**src/rtl/bp_pkg.sv**
```systemverilog
// Shared definitions for the branch predictor: mode encodings, counter reset value
// and the default-geometry BTB entry layout.
package bp_pkg;

  typedef enum logic [1:0] {
    BP_STATIC  = 2'd0,
    BP_BIMODAL = 2'd1,
    BP_GSHARE  = 2'd2
  } bp_mode_e;

  localparam int BP_XLEN    = 32;
  localparam int BP_ENTRIES = 32;
  localparam int BP_IDX     = $clog2(BP_ENTRIES);
  localparam int BP_TAG_W   = BP_XLEN - BP_IDX - 2;

  typedef struct packed {
    logic                valid;
    logic [BP_TAG_W-1:0] tag;
    logic [BP_XLEN-1:0]  target;
  } btb_entry_t;

  // Weakly not-taken: MSB clear, all lower bits set.
  function automatic int ctr_reset(int bits);
    return (1 << (bits - 1)) - 1;
  endfunction

endpackage

```
**src/rtl/bp_sat_counter.sv**
```systemverilog
// One PHT entry: saturating up/down counter, reset to weakly not-taken.
module bp_sat_counter
  import bp_pkg::*;
#(
  parameter int CTR_BITS = 2
) (
  input  logic                clk,
  input  logic                reset,
  input  logic                inc,
  input  logic                dec,
  output logic [CTR_BITS-1:0] count
);

  localparam logic [CTR_BITS-1:0] CTR_MAX = '1;
  localparam logic [CTR_BITS-1:0] CTR_RST = CTR_BITS'(ctr_reset(CTR_BITS));

  always_ff @(posedge clk) begin
    if (reset)                        count <= CTR_RST;
    else if (inc && count != CTR_MAX) count <= count + 1'b1;
    else if (dec && count != '0)      count <= count - 1'b1;
  end

endmodule

```
**src/rtl/branch_predictor.sv**
```systemverilog
// Fetch-side branch predictor: BTB plus PHT in static, bimodal or gshare mode,
// with a speculative GHR repaired from EX on mispredict.
module branch_predictor
  import bp_pkg::*;
#(
  parameter int XLEN     = 32,
  parameter int ENTRIES  = 32,
  parameter int GHR_BITS = 5,
  parameter int CTR_BITS = 2,
  parameter int MODE     = 2
) (
  input  logic                clk,
  input  logic                reset,
  input  logic                if_valid,
  input  logic [XLEN-1:0]     if_pc,
  output logic                pred_taken,
  output logic [XLEN-1:0]     pred_target,
  output logic [XLEN-1:0]     pred_next_pc,
  output logic [GHR_BITS-1:0] pred_ghr,
  input  logic                upd_valid,
  input  logic [XLEN-1:0]     upd_pc,
  input  logic                upd_taken,
  input  logic [XLEN-1:0]     upd_target,
  input  logic [GHR_BITS-1:0] upd_ghr,
  input  logic                upd_mispredict
);

  localparam int IDX   = $clog2(ENTRIES);
  localparam int TAG_W = XLEN - IDX - 2;
  localparam bit ACTIVE = (MODE != int'(BP_STATIC));
  localparam bit GSHARE = (MODE == int'(BP_GSHARE));

  typedef struct packed {
    logic             valid;
    logic [TAG_W-1:0] tag;
    logic [XLEN-1:0]  target;
  } entry_t;

  entry_t                             btb [ENTRIES];
  logic [ENTRIES-1:0][CTR_BITS-1:0]   ctr;
  logic [GHR_BITS-1:0]                ghr;
  logic [IDX-1:0]                     btb_idx, pht_idx, upd_idx, upd_pht_idx;
  logic                               hit, train;
  logic                               unused_bits;

  function automatic logic [IDX-1:0] pht_index(logic [IDX-1:0] idx, logic [GHR_BITS-1:0] h);
    return GSHARE ? (idx ^ IDX'(h)) : idx;
  endfunction

  assign unused_bits = ^{if_pc[1:0], upd_pc[1:0]};

  assign btb_idx     = if_pc[IDX+1:2];
  assign pht_idx     = pht_index(btb_idx, ghr);
  assign upd_idx     = upd_pc[IDX+1:2];
  assign upd_pht_idx = pht_index(upd_idx, upd_ghr);
  assign train       = ACTIVE && upd_valid;

  assign hit          = btb[btb_idx].valid && (btb[btb_idx].tag == if_pc[XLEN-1:IDX+2]);
  assign pred_taken   = ACTIVE && hit && ctr[pht_idx][CTR_BITS-1];
  assign pred_target  = hit ? btb[btb_idx].target : '0;
  assign pred_next_pc = pred_taken ? pred_target : if_pc + XLEN'(4);
  assign pred_ghr     = ghr;

  for (genvar i = 0; i < ENTRIES; i++) begin : g_pht
    bp_sat_counter #(.CTR_BITS(CTR_BITS)) u_ctr (
      .clk   (clk),
      .reset (reset),
      .inc   (train &&  upd_taken && upd_pht_idx == IDX'(i)),
      .dec   (train && !upd_taken && upd_pht_idx == IDX'(i)),
      .count (ctr[i])
    );
  end

  // Only taken outcomes allocate; a not-taken resolve leaves the entry alone.
  always_ff @(posedge clk) begin
    if (reset) begin
      for (int i = 0; i < ENTRIES; i++) btb[i].valid <= 1'b0;
    end else if (train && upd_taken) begin
      btb[upd_idx] <= '{valid: 1'b1, tag: upd_pc[XLEN-1:IDX+2], target: upd_target};
    end
  end

  // Repair beats the same-cycle speculative shift.
  always_ff @(posedge clk) begin
    if (reset || !GSHARE)              ghr <= '0;
    else if (upd_valid && upd_mispredict) ghr <= GHR_BITS'({upd_ghr, upd_taken});
    else if (if_valid && hit)          ghr <= GHR_BITS'({ghr, pred_taken});
  end

endmodule

```
**config.mk**
```make
export PLATFORM = sky130hd
export DESIGN_NAME = branch_predictor
export DESIGN_NICKNAME = d
export VERILOG_FILES = /design/src/rtl/bp_pkg.sv /design/src/rtl/bp_sat_counter.sv /design/src/rtl/branch_predictor.sv
export SDC_FILE = /design/constraint.sdc
export NUM_CORES = 2
export LEC_CHECK = 0
export ABC_AREA = 0
export CAP_MARGIN = 10
export CELL_PAD_IN_SITES_DETAIL_PLACEMENT = 1
export CELL_PAD_IN_SITES_GLOBAL_PLACEMENT = 2
export CORE_ASPECT_RATIO = 0.6
export CORE_UTILIZATION = 43
export CTS_CLUSTER_SIZE = 16
export DETAILED_ROUTE_END_ITERATION = 8
export PLACE_DENSITY = 0.7
export SLEW_MARGIN = 40
export SYNTH_ARGS = -nofsm -noshare
export SYNTH_HDL_FRONTEND = slang
export SYNTH_SLANG_ARGS = --single-unit
```
**constraint.sdc**
```tcl
create_clock -name clk -period 8.5 [get_ports clk]
set_input_delay 2.55 -clock clk [delete_from_list [all_inputs] [get_ports clk]]
set_output_delay 2.55 -clock clk [all_outputs]
set_load 0.1 [all_outputs]
```
==> results.sh <==
export IMPL_power_frac_seq=0.532
export IMPL_first_pass_iters=7
export IMPL_area_growth_pct=19.26
export IMPL_route_detailed_drc=8
export IMPL_cp_arrival_ns=6.51
export IMPL_grt_use_total=0.2537
export IMPL_dr_total_vias=40540
export IMPL_fin_worst_skew_ns=0.04769
export IMPL_ios=177
export IMPL_drtAntennaViolNets=0
export IMPL_syn_inst=3690
export IMPL_worst_slew_pin_slew_ns=0.8456
export IMPL_numCtsBuffers=181
export IMPL_maxCapViolCount=0
export IMPL_syn_nets=3798
export IMPL_rsz0062_at_grt="yes"
export IMPL_design_area_um2=90780
export IMPL_fin_ws_ns=-0.5567
export IMPL_power_switching_uw=4384
export IMPL_fin_nets=4310
export IMPL_gp_congestion=0.7941
export IMPL_clockRootBuffer="clkbuf_16"
export IMPL_violations="DRC, setup timing"
export IMPL_die_y_um=327.9
export IMPL_max_slew_margin=0.4363
export IMPL_synth_area_um2=76120
export IMPL_fillers=15540
export IMPL_multi_input_area_um2=19230
export IMPL_setup_viol=65
export IMPL_io_buffers=174
export IMPL_syn_avg_cell_area_um2=20.63
export IMPL_dpl_instance_area_um2=84340
export IMPL_die_w_um=545.2
export IMPL_internal_power_uw=15260
export IMPL_final_cell_mix="edfxtp_1, mux4_2, buf_4"
export IMPL_final_seq_area_um2=56790
export IMPL_yosys_warnings=0
export IMPL_min_period_over_period=1.065
export IMPL_dp_final_hpwl_um=131100
export IMPL_startpoint="if_pc[2]"
export IMPL_fmax_mhz=110.4
export IMPL_grt_pass1_wl_um=317300
export IMPL_core_area_um2=175700
export IMPL_min_delay_start="btb[8][57]$_SDFFE_PP1P_"
export IMPL_start_kind="input pin"
export IMPL_synth_cell_types=72
export IMPL_fin_crit_ns=9.057
export IMPL_endpoint_kind="primary output"
export IMPL_wirelength_um=227700
export IMPL_cts_sinks=1925
export IMPL_htree_levels=4
export IMPL_status="finished with violations"
export IMPL_leakage_uw=0.02868
export IMPL_wire_per_inst_um=33.98
export IMPL_critical_path_class="input pin to primary output"
export IMPL_path_max_fanout=7
export IMPL_grt_pass1_vias=40640
export IMPL_antenna_found_initial=16
export IMPL_clock_path_buffers=4
export IMPL_grt_max_degree=69
export IMPL_slew_viol_final=0
export IMPL_placementRows=119
export IMPL_insertion_delay_ns=0.82
export IMPL_sw_frac_of_total=0.2232
export IMPL_clk_pin_slew_ns=0.05
export IMPL_crit_required_ns=5.95
export IMPL_overflow=0
export IMPL_ys_ff_latch=1925
export IMPL_hold_violations=0
export IMPL_synthArstFlopShare=0
export IMPL_clkPwrFrac=0.396
export IMPL_yosysSeqAreaShare=0.7461
export IMPL_drive_above_1_share=0.3168
export IMPL_final_common_cell="edfxtp_1"
export IMPL_r2r_start="btb[23][43]$_DFFE_PP_"
export IMPL_synth_edf_count=1824
export IMPL_initial_core_util=0.4333
export IMPL_hold_path_class="register to register"
export IMPL_cts_tree="yes"
export IMPL_drt_iter0_drc=4935
export IMPL_die_area_um2=178800
export IMPL_via_per_inst=6.050
export IMPL_synth_ff_type="edfxtp_1"
export IMPL_peakVddDrop_mv=0.1866
export IMPL_p_per_area_nw_per_um2=216.4
export IMPL_power_uw=19650
export IMPL_pwr_share_comb=0.072
## power by group through the flow
stage / logic, µW / clock network, µW / registers (µW)
after CTS: 1420 / 7900 / 10500
after detailed placement: 1370 / 0 / 10700
after global routing: 1490 / 8200 / 10500
after global placement: 1360 / 0 / 10700
final: 1420 / 7770 / 10500
after floorplan: 743 / 0 / 10700
## per-stage QoR
step             util  setup slack, ns  hold slack [ns]  cells  TNS [ns]
6_report       0.5167          -0.5567           0.4609   6700    -25.10
5_1_grt        0.5166          -0.6934           0.4803   6695    -34.64
4_1_cts        0.5163          -0.4783           0.4615   6690    -20.19
3_5_place_dp   0.4801           -1.053           0.4513   6345    -56.07
3_3_place_gp   0.4795           -1.027           0.4437   6327    -54.71
2_1_floorplan       -          -0.3020           0.4366   3690    -16.78
## area by class of cell
| type | instances | share of cell area |
|---|---|---|
| multi-input cells | 1519 | 0.2118 |
| repair buffers | 534 | 0.06803 |
| clock buffers | 222 | 0.05206 |
| inverters | 41 | 0.001806 |
| flip-flops and latches | 1925 | 0.6256 |
| clock inverters | 93 | 0.007994 |
| well taps | 2359 | 0.03251 |
| diodes | 7 | 0.0001930 |
## Yosys cell counts (14+ instances only)
master     count  area [µm²]
nand2b_1      37       231.5
clkbuf_1     100       375.4
mux2i_1      157        1572
nand4_1       16       100.1
buf_4         17       127.6
a2111oi_0     16       140.1
mux4_1        15       394.1
a21oi_1       71       355.3
a211oi_1      15       112.6
buf_2         53       265.3
o22ai_1       66       412.9
xor2_1        25       219.0
nor3_1        22       110.1
o21ai_0      120       600.6
edfxtp_1    1824       54770
dfxtp_1      101        2022
nand3_1       47       235.2
a22o_1        29       254.0
nor2b_1       14       87.58
nand2_1       77       289.0
mux4_2       477       10740
nor2_1       142       533.0
inv_1         40       150.1
xnor2_1       23       201.4
## path summary, 6_finish.rpt
kind,depth (start not counted),end,slack (ns)
max,16,pred_next_pc[12],-0.56
min,2,btb[8][57]$_SDFFE_PP1P_,0.46
max reg2reg,13,pred_ghr[3]$_SDFFE_PP0P_,4.70
min reg2reg,2,btb[8][57]$_SDFFE_PP1P_,0.46
## per-layer routing
| metal | share of wire | up-vias | wire length (µm) | GRT usage |
|---|---|---|---|---|
| met1 | 0.45 | 22070 | 101600 | 0.3815 |
| met3 | 0.081 | 298 | 18430 | 0.05036 |
| met5 | 0.00028 | - | 63 | 0 |
| met4 | 0.023 | 10 | 5129 | 0.05958 |
| li1 | - | 16450 | - | - |
| met2 | 0.45 | 1699 | 102500 | 0.3829 |
## critical path, cell delays in order
cell and delay, ns:
buf_16 0.12, buf_4 0.12, buf_4 0.11, mux4_1 0.58, a22o_1 0.27, a2111oi_2 0.30, a21oi_1 0.09, buf_4 0.19
xnor2_4 0.20, or4bb_4 0.50, nor4bb_4 0.29, and4b_4 0.34, buf_12 0.15, buf_12 0.17, mux2i_4 0.28, buf_12 0.20
## logic make-up after synthesis
logic type	count (synthesis)	synth area share
multiplexers	662	0.1689
adder cells (fa/ha/maj)	1	0.0001643
AND/OR/NAND/NOR	418	0.02745
buffers and inverters	246	0.01810
AO/OA/AOI/OAI	390	0.03374
XOR/XNOR	48	0.005523
flip-flops	1925	0.7461
## registers in the layout, summed over array words and instances (netlist names)
register / cells
pred_ghr: 5
btb: 1856
g_pht.u_ctr.count: 64
## repair_timing
item,in CTS,in global routing
hold buffers,0,0
gates resized for setup,100,3
setup buffers,23,3
pin swaps,54,1
setup endpoints to repair,65,65
cloned,8,0
Note: power is estimated with default switching activity, not from simulation.
